<file path="src/rtl/frame_timer_pkg.sv">
// Shared types and constants for the frame event timer: the default 60 Hz divider,
// the per-channel state encoding and the prescaler width helper.
package frame_timer_pkg;

  localparam int unsigned FRAME_DIV_60HZ = 833334;

  typedef enum logic {
    IDLE = 1'b0,
    RUN  = 1'b1
  } chan_state_t;

  function automatic int unsigned presc_width(input int unsigned div);
    return (div < 2) ? 1 : $clog2(div);
  endfunction

  localparam int unsigned PRESC_W_60HZ = presc_width(FRAME_DIV_60HZ);

endpackage

</file>
<file path="src/rtl/frame_channel.sv">
// One frame-count timer: counts frame ticks down from a loaded value and pulses
// o_expired when the last tick is consumed, optionally reloading for periodic use.
module frame_channel
  import frame_timer_pkg::*;
#(
  parameter int unsigned CNT_W = 8
) (
  input  logic             clock,
  input  logic             reset,
  input  logic             i_tick,
  input  logic             i_load,
  input  logic [CNT_W-1:0] i_load_val,
  input  logic             i_periodic,
  input  logic             i_stop,
  output logic             o_expired,
  output logic             o_busy,
  output logic [CNT_W-1:0] o_count
);

  chan_state_t      r_state,    w_state_n;
  logic [CNT_W-1:0] r_count,    w_count_n;
  logic [CNT_W-1:0] r_reload,   w_reload_n;
  logic             r_periodic, w_periodic_n;
  logic             r_expired,  w_expired_n;

  always_ff @(posedge clock or negedge reset) begin
    if (!reset) begin
      r_state    <= IDLE;
      r_count    <= '0;
      r_reload   <= '0;
      r_periodic <= 1'b0;
      r_expired  <= 1'b0;
    end else begin
      r_state    <= w_state_n;
      r_count    <= w_count_n;
      r_reload   <= w_reload_n;
      r_periodic <= w_periodic_n;
      r_expired  <= w_expired_n;
    end
  end

  // Load outranks the tick so a load landing on a tick still counts all V frames.
  always_comb begin
    w_state_n    = r_state;
    w_count_n    = r_count;
    w_reload_n   = r_reload;
    w_periodic_n = r_periodic;
    w_expired_n  = 1'b0;
    if (i_stop || (i_load && (i_load_val == '0))) begin
      w_state_n = IDLE;
      w_count_n = '0;
    end else if (i_load) begin
      w_state_n    = RUN;
      w_count_n    = i_load_val;
      w_reload_n   = i_load_val;
      w_periodic_n = i_periodic;
    end else if ((r_state == RUN) && i_tick) begin
      if (r_count > CNT_W'(1)) begin
        w_count_n = r_count - CNT_W'(1);
      end else if (r_periodic) begin
        w_count_n   = r_reload;
        w_expired_n = 1'b1;
      end else begin
        w_count_n   = '0;
        w_state_n   = IDLE;
        w_expired_n = 1'b1;
      end
    end
  end

  assign o_expired = r_expired;
  assign o_busy    = (r_state == RUN);
  assign o_count   = r_count;

endmodule

</file>
<file path="src/rtl/frame_event_timer.sv">
// Frame-rate prescaler plus CHANNELS independent frame-count timers driven by
// its one-cycle frame tick.
module frame_event_timer
  import frame_timer_pkg::*;
#(
  parameter int unsigned DIV      = FRAME_DIV_60HZ,
  parameter int unsigned CHANNELS = 4,
  parameter int unsigned CNT_W    = 8
) (
  input  logic                      clock,
  input  logic                      reset,
  input  logic                      enable,
  input  logic [CHANNELS-1:0]       ch_load,
  input  logic [CHANNELS*CNT_W-1:0] ch_load_val,
  input  logic [CHANNELS-1:0]       ch_periodic,
  input  logic [CHANNELS-1:0]       ch_stop,
  output logic                      frame_tick,
  output logic [CHANNELS-1:0]       ch_expired,
  output logic [CHANNELS-1:0]       ch_busy,
  output logic [CHANNELS*CNT_W-1:0] ch_count
);

  localparam int unsigned PW = presc_width(DIV);

  logic [PW-1:0] r_presc;
  logic          r_tick;

  always_ff @(posedge clock or negedge reset) begin
    if (!reset) begin
      r_presc <= PW'(DIV - 1);
      r_tick  <= 1'b0;
    end else if (enable) begin
      if (r_presc == '0) begin
        r_presc <= PW'(DIV - 1);
        r_tick  <= 1'b1;
      end else begin
        r_presc <= r_presc - PW'(1);
        r_tick  <= 1'b0;
      end
    end else begin
      r_tick <= 1'b0;
    end
  end

  assign frame_tick = r_tick;

  for (genvar g = 0; g < CHANNELS; g++) begin : g_ch
    frame_channel #(
      .CNT_W(CNT_W)
    ) u_ch (
      .clock      (clock),
      .reset      (reset),
      .i_tick     (r_tick),
      .i_load     (ch_load[g]),
      .i_load_val (ch_load_val[g*CNT_W +: CNT_W]),
      .i_periodic (ch_periodic[g]),
      .i_stop     (ch_stop[g]),
      .o_expired  (ch_expired[g]),
      .o_busy     (ch_busy[g]),
      .o_count    (ch_count[g*CNT_W +: CNT_W])
    );
  end

endmodule

</file>
<file path="config.mk">
export PLATFORM = sky130hd
export DESIGN_NAME = frame_event_timer
export DESIGN_NICKNAME = d
export VERILOG_FILES = /design/src/rtl/frame_timer_pkg.sv /design/src/rtl/frame_channel.sv /design/src/rtl/frame_event_timer.sv
export SDC_FILE = /design/constraint.sdc
export NUM_CORES = 1
export LEC_CHECK = 0
export ABC_AREA = 1
export CAP_MARGIN = 20
export CORE_MARGIN = 2
export CORE_UTILIZATION = 54
export CTS_CLUSTER_DIAMETER = 200
export DETAILED_ROUTE_END_ITERATION = 8
export PLACE_DENSITY = 0.9
export SLEW_MARGIN = 30
export SYNTH_ARGS = -nofsm -noshare
export SYNTH_HDL_FRONTEND = slang
export SYNTH_HIERARCHICAL = 1
export SYNTH_SLANG_ARGS = --single-unit
</file>
<file path="constraint.sdc">
create_clock -name clock -period 2 [get_ports clock]
set_input_delay 0.2 -clock clock [delete_from_list [all_inputs] [get_ports clock]]
set_output_delay 0.2 -clock clock [all_outputs]
set_load 0.01 [all_outputs]
</file>
==> metrics.md <==
| Metric | Value |
|---|---|
| Result of the run | `finished, final reports clean` |
| Hold buffer count at cts | `1` |
| Number of cell rows | `39` |
| Total die area | `0.0126 mm2` |
| Xor/xnor cell area share of the yosys netlist | `0.968%` |
| CTS tree | `done` |
| Remaining max-slew budget at the tightest pin | `58.5%` |
| Root buffer cell | `clkbuf_16` |
| Setup repair after global routing missed its margin | `no` |
| Least-Margin Pin Slew | `623 ps` |
| Floorplan die height | `112 um` |
| Highest fanout seen on the critical path | `7` |
| Critical path's largest stage delay | `420 ps` |
| Setup total negative slack | `0 ps` |
| Complex-gate fraction of the synthesized area | `4.94%` |
| Routed vias/inst | `5.24` |
| Crit start category | `register` |
| Synthesized cell area | `0.00633 mm2` |
| Clock latency on the worst-skew pair | `350 ps` |
| Power density over the cells | `809 mW/mm2` |
| Number of pins with negative max-slew slack in the final report | `0` |
| CP bufs+invs | `1` |
| Number of vias in the routed layout | `5898` |
| Count of boundary I/O pins | `88` |
| Data arrival time of the critical path | `2030 ps` |
| Num Clock Sinks | `97` |
| Layout filler cell count | `941` |
| Cell Area, Placed | `0.00733 mm2` |
| Final period demand of the worst path | `1760 ps` |
| Width of the die | `112 um` |
| Area growth from synthesis to final layout | `20.5%` |
| Final design area excluding fillers | `0.00763 mm2` |
| Number of standard cells after synthesis | `887` |
| R2R Path End | `g_ch[2].u_ch/o_count[2]` |
| Crit share post-route | `87.9%` |
| Setup WS pre-CTS | `192 ps` |
| Number of global-route vias before repair | `5463` |
| Count of unique library cells instantiated by Yosys | `31` |
| Worst setup margin | `243 ps` |
| Initial DRC Count | `634` |
| Number of I/O port buffers | `87` |
| Area share of fa/ha/maj cells after synthesis | `1.98%` |
| Number of buffers on the longest clock path | `2` |
| Yosys reg bits | `97` |
| First-pass GRT wire length | `24600 um` |
| Antenna violations before repair | `0` |
| CP most frequent cell | `nand2_1` |
| Average wire per cell in the routed design | `12.7 um` |
| Data required, critical path | `2280 ps` |
| Library cell contributing the largest single delay on the critical path | `dfrtp_1` |
| Cts bufs inserted | `9` |
| Post-synthesis mux area share | `0%` |
| Placeable core region | `0.0114 mm2` |
| Clock Skew | `7.96 ps` |
| Cell family with most CP delay | `simple AND/OR/NAND/NOR gates` |
| Start-to-end type of the worst setup path | `register to register` |
| Ordered cell list for the critical path | `inv_1 -> ha_1 -> nor2_1 -> nor2_1 -> nand2_2 -> nand2_1 -> nand3_1 -> nand2_1 -> nand2_1 -> o21ai_2` |
| Average cell area after synthesis | `7.14 um2` |
| Cell leakage power | `4.08 nW` |
| Final setup violation count | `0` |
| Initial cell density of the core | `55.4%` |
| Number of nets with antenna violations after detailed routing | `0` |
| Number of warnings issued by yosys | `6` |
| Antenna fix cells | `0` |
| Number of remaining DRC errors | `0` |
| CP Capture Type | `register` |
| Overall global routing resource usage | `23.5%` |
| Register-to-register setup slack | `240 ps` |
| Minimum hold slack | `408 ps` |
| Count of TritonRoute iterations in the first routing pass | `5` |
| Hold crit path type | `primary input to asynchronous set/reset pin` |
| Residual overflow from global routing | `0` |
| Final Wtd Congestion | `0.968` |
| Max frequency | `569 MHz` |
| Logic depth of the worst path, buffers included | `10` |
| Final WL | `14200 um` |
| Synth Net Count | `944` |
| Combinational family with the most area after synthesis | `simple AND/OR/NAND/NOR gates` |
| Fraction of final layout cells with drive strength greater than 1 | `10.8%` |
| Clock edge transition at the registers on the reported setup and hold paths | `70 ps` |
| Detailed placement HPWL | `10900 um` |
| Postcts setup bufs | `0` |
| Pin count of the biggest net entering global routing | `49` |
| H-tree level count | `3` |
| Cells resized by post-CTS repair | `0` |
| Simple-Gate Fraction of Synth Area | `43.8%` |
| Share of the yosys chip area belonging to registers | `38.6%` |
| Number of max-cap violations | `0` |
| Cell depth of the worst flop-to-flop path | `10` |
| Peak VDD IR | `612 uV` |
| NumNets Final | `1034` |
| Final number of hold-violating endpoints | `0` |
| Startpoint of the worst register-to-register path | `g_ch[2].u_ch/o_count[0]` |
[synthesized netlist by cell type, drive strengths merged]
cell	number	area, um2
o211ai	1	7.51
nand3b	4	30.0
and2	1	6.26
nor3	1	5.00
buf	21	146
dfstp	12	315
inv	126	473
o21ai	25	185
ha	10	125
nand3	95	500
nand4	41	263
nor2	117	692
a21oi	21	120
dfrtp	85	2130
xnor2	4	35.0
xor2	3	26.3
or2	1	6.26
nand2	319	1270
[worst reg2reg max path, stage by stage (launching register included)]
cell	delay, ps
dfrtp_1	420
inv_1	170
ha_1	300
nor2_1	80
nor2_1	180
nand2_2	130
nand2_1	100
nand3_1	80
nand2_1	70
nand2_1	70
o21ai_2	80
[cell families after synthesis]
family | Yosys count
adders and majority gates | 10
xor gates and xnor gates | 7
buffers and inverters | 147
and+or+nand+nor | 579
AOI/OAI and AO/OA | 47
DFF | 97
[registers in the layout (all words and copies together) (netlist names)]
name,flops
g_ch.u_ch/o_count,32
g_ch.u_ch/r_reload,32
r_presc,20
g_ch.u_ch/o_busy,4
g_ch.u_ch/o_expired,4
g_ch.u_ch/r_periodic,4
frame_tick,1
[metal layers]
layer / track usage [%] / share of wire, % / vias to the layer above
met5: 0 / 0 / -
met4: 7.48 / 1.7 / 0
met3: 5.29 / 6.3 / 28
met2: 38.6 / 49 / 213
met1: 31.2 / 43 / 2693
li1: - / - / 2964
[placed cells by master, fill, tap and decap left out, types with 17 or more instances in the layout]
cell type / instances
nand2_1: 303
inv_1: 119
nor2_1: 93
nand3_1: 90
clkdlybuf4s50_1: 86
dfrtp_1: 85
nand4_1: 40
o21ai_0: 17
a21oi_1: 17
[worst max-delay path by stage]
stage                            startpoint                 endpoint  slack [ps]
finish              g_ch[2].u_ch/o_count[0]  g_ch[2].u_ch/o_count[2]         240
CTS                              frame_tick               frame_tick         260
floorplan           g_ch[0].u_ch/o_count[0]  g_ch[0].u_ch/o_count[2]         470
global placement                 ch_load[1]  g_ch[1].u_ch/o_count[0]         230
global route        g_ch[3].u_ch/o_count[0]      g_ch[3].u_ch/o_busy         100
detailed placement               ch_load[1]  g_ch[1].u_ch/o_count[0]         190
[report_power, final]
part	leakage (nW)	total (mW)	internal (mW)	switching [mW]
registers	1.18	2.56	2.26	0.306
clock network	0.140	1.65	0.867	0.787
logic	2.76	1.96	0.812	1.15
total	4.08	6.17	3.94	2.24
[through the flow]
| step | cells | util (%) | power (mW) |
|---|---|---|---|
| finish | 1125 | 66.8 | 6.17 |
| global route | 1125 | 66.8 | 6.59 |
| CTS | 1125 | 66.8 | 6.24 |
| detailed placement | 1108 | 64.2 | 4.54 |
| global placement | 1108 | 64.2 | 4.48 |
| floorplan | 887 | - | 3.90 |
[final cells by class]
cell class | count | area [um2] | area share [%]
inverters | 126 | 473 | 6.20
clock inverters | 7 | 61.3 | 0.803
flip-flops and latches | 97 | 2440 | 32.0
clock buffers | 9 | 225 | 2.95
multi-input cells | 643 | 3270 | 42.8
well taps | 143 | 179 | 2.34
repair buffers | 100 | 981 | 12.9
No activity file was read; power rests on OpenSTA's default activity.
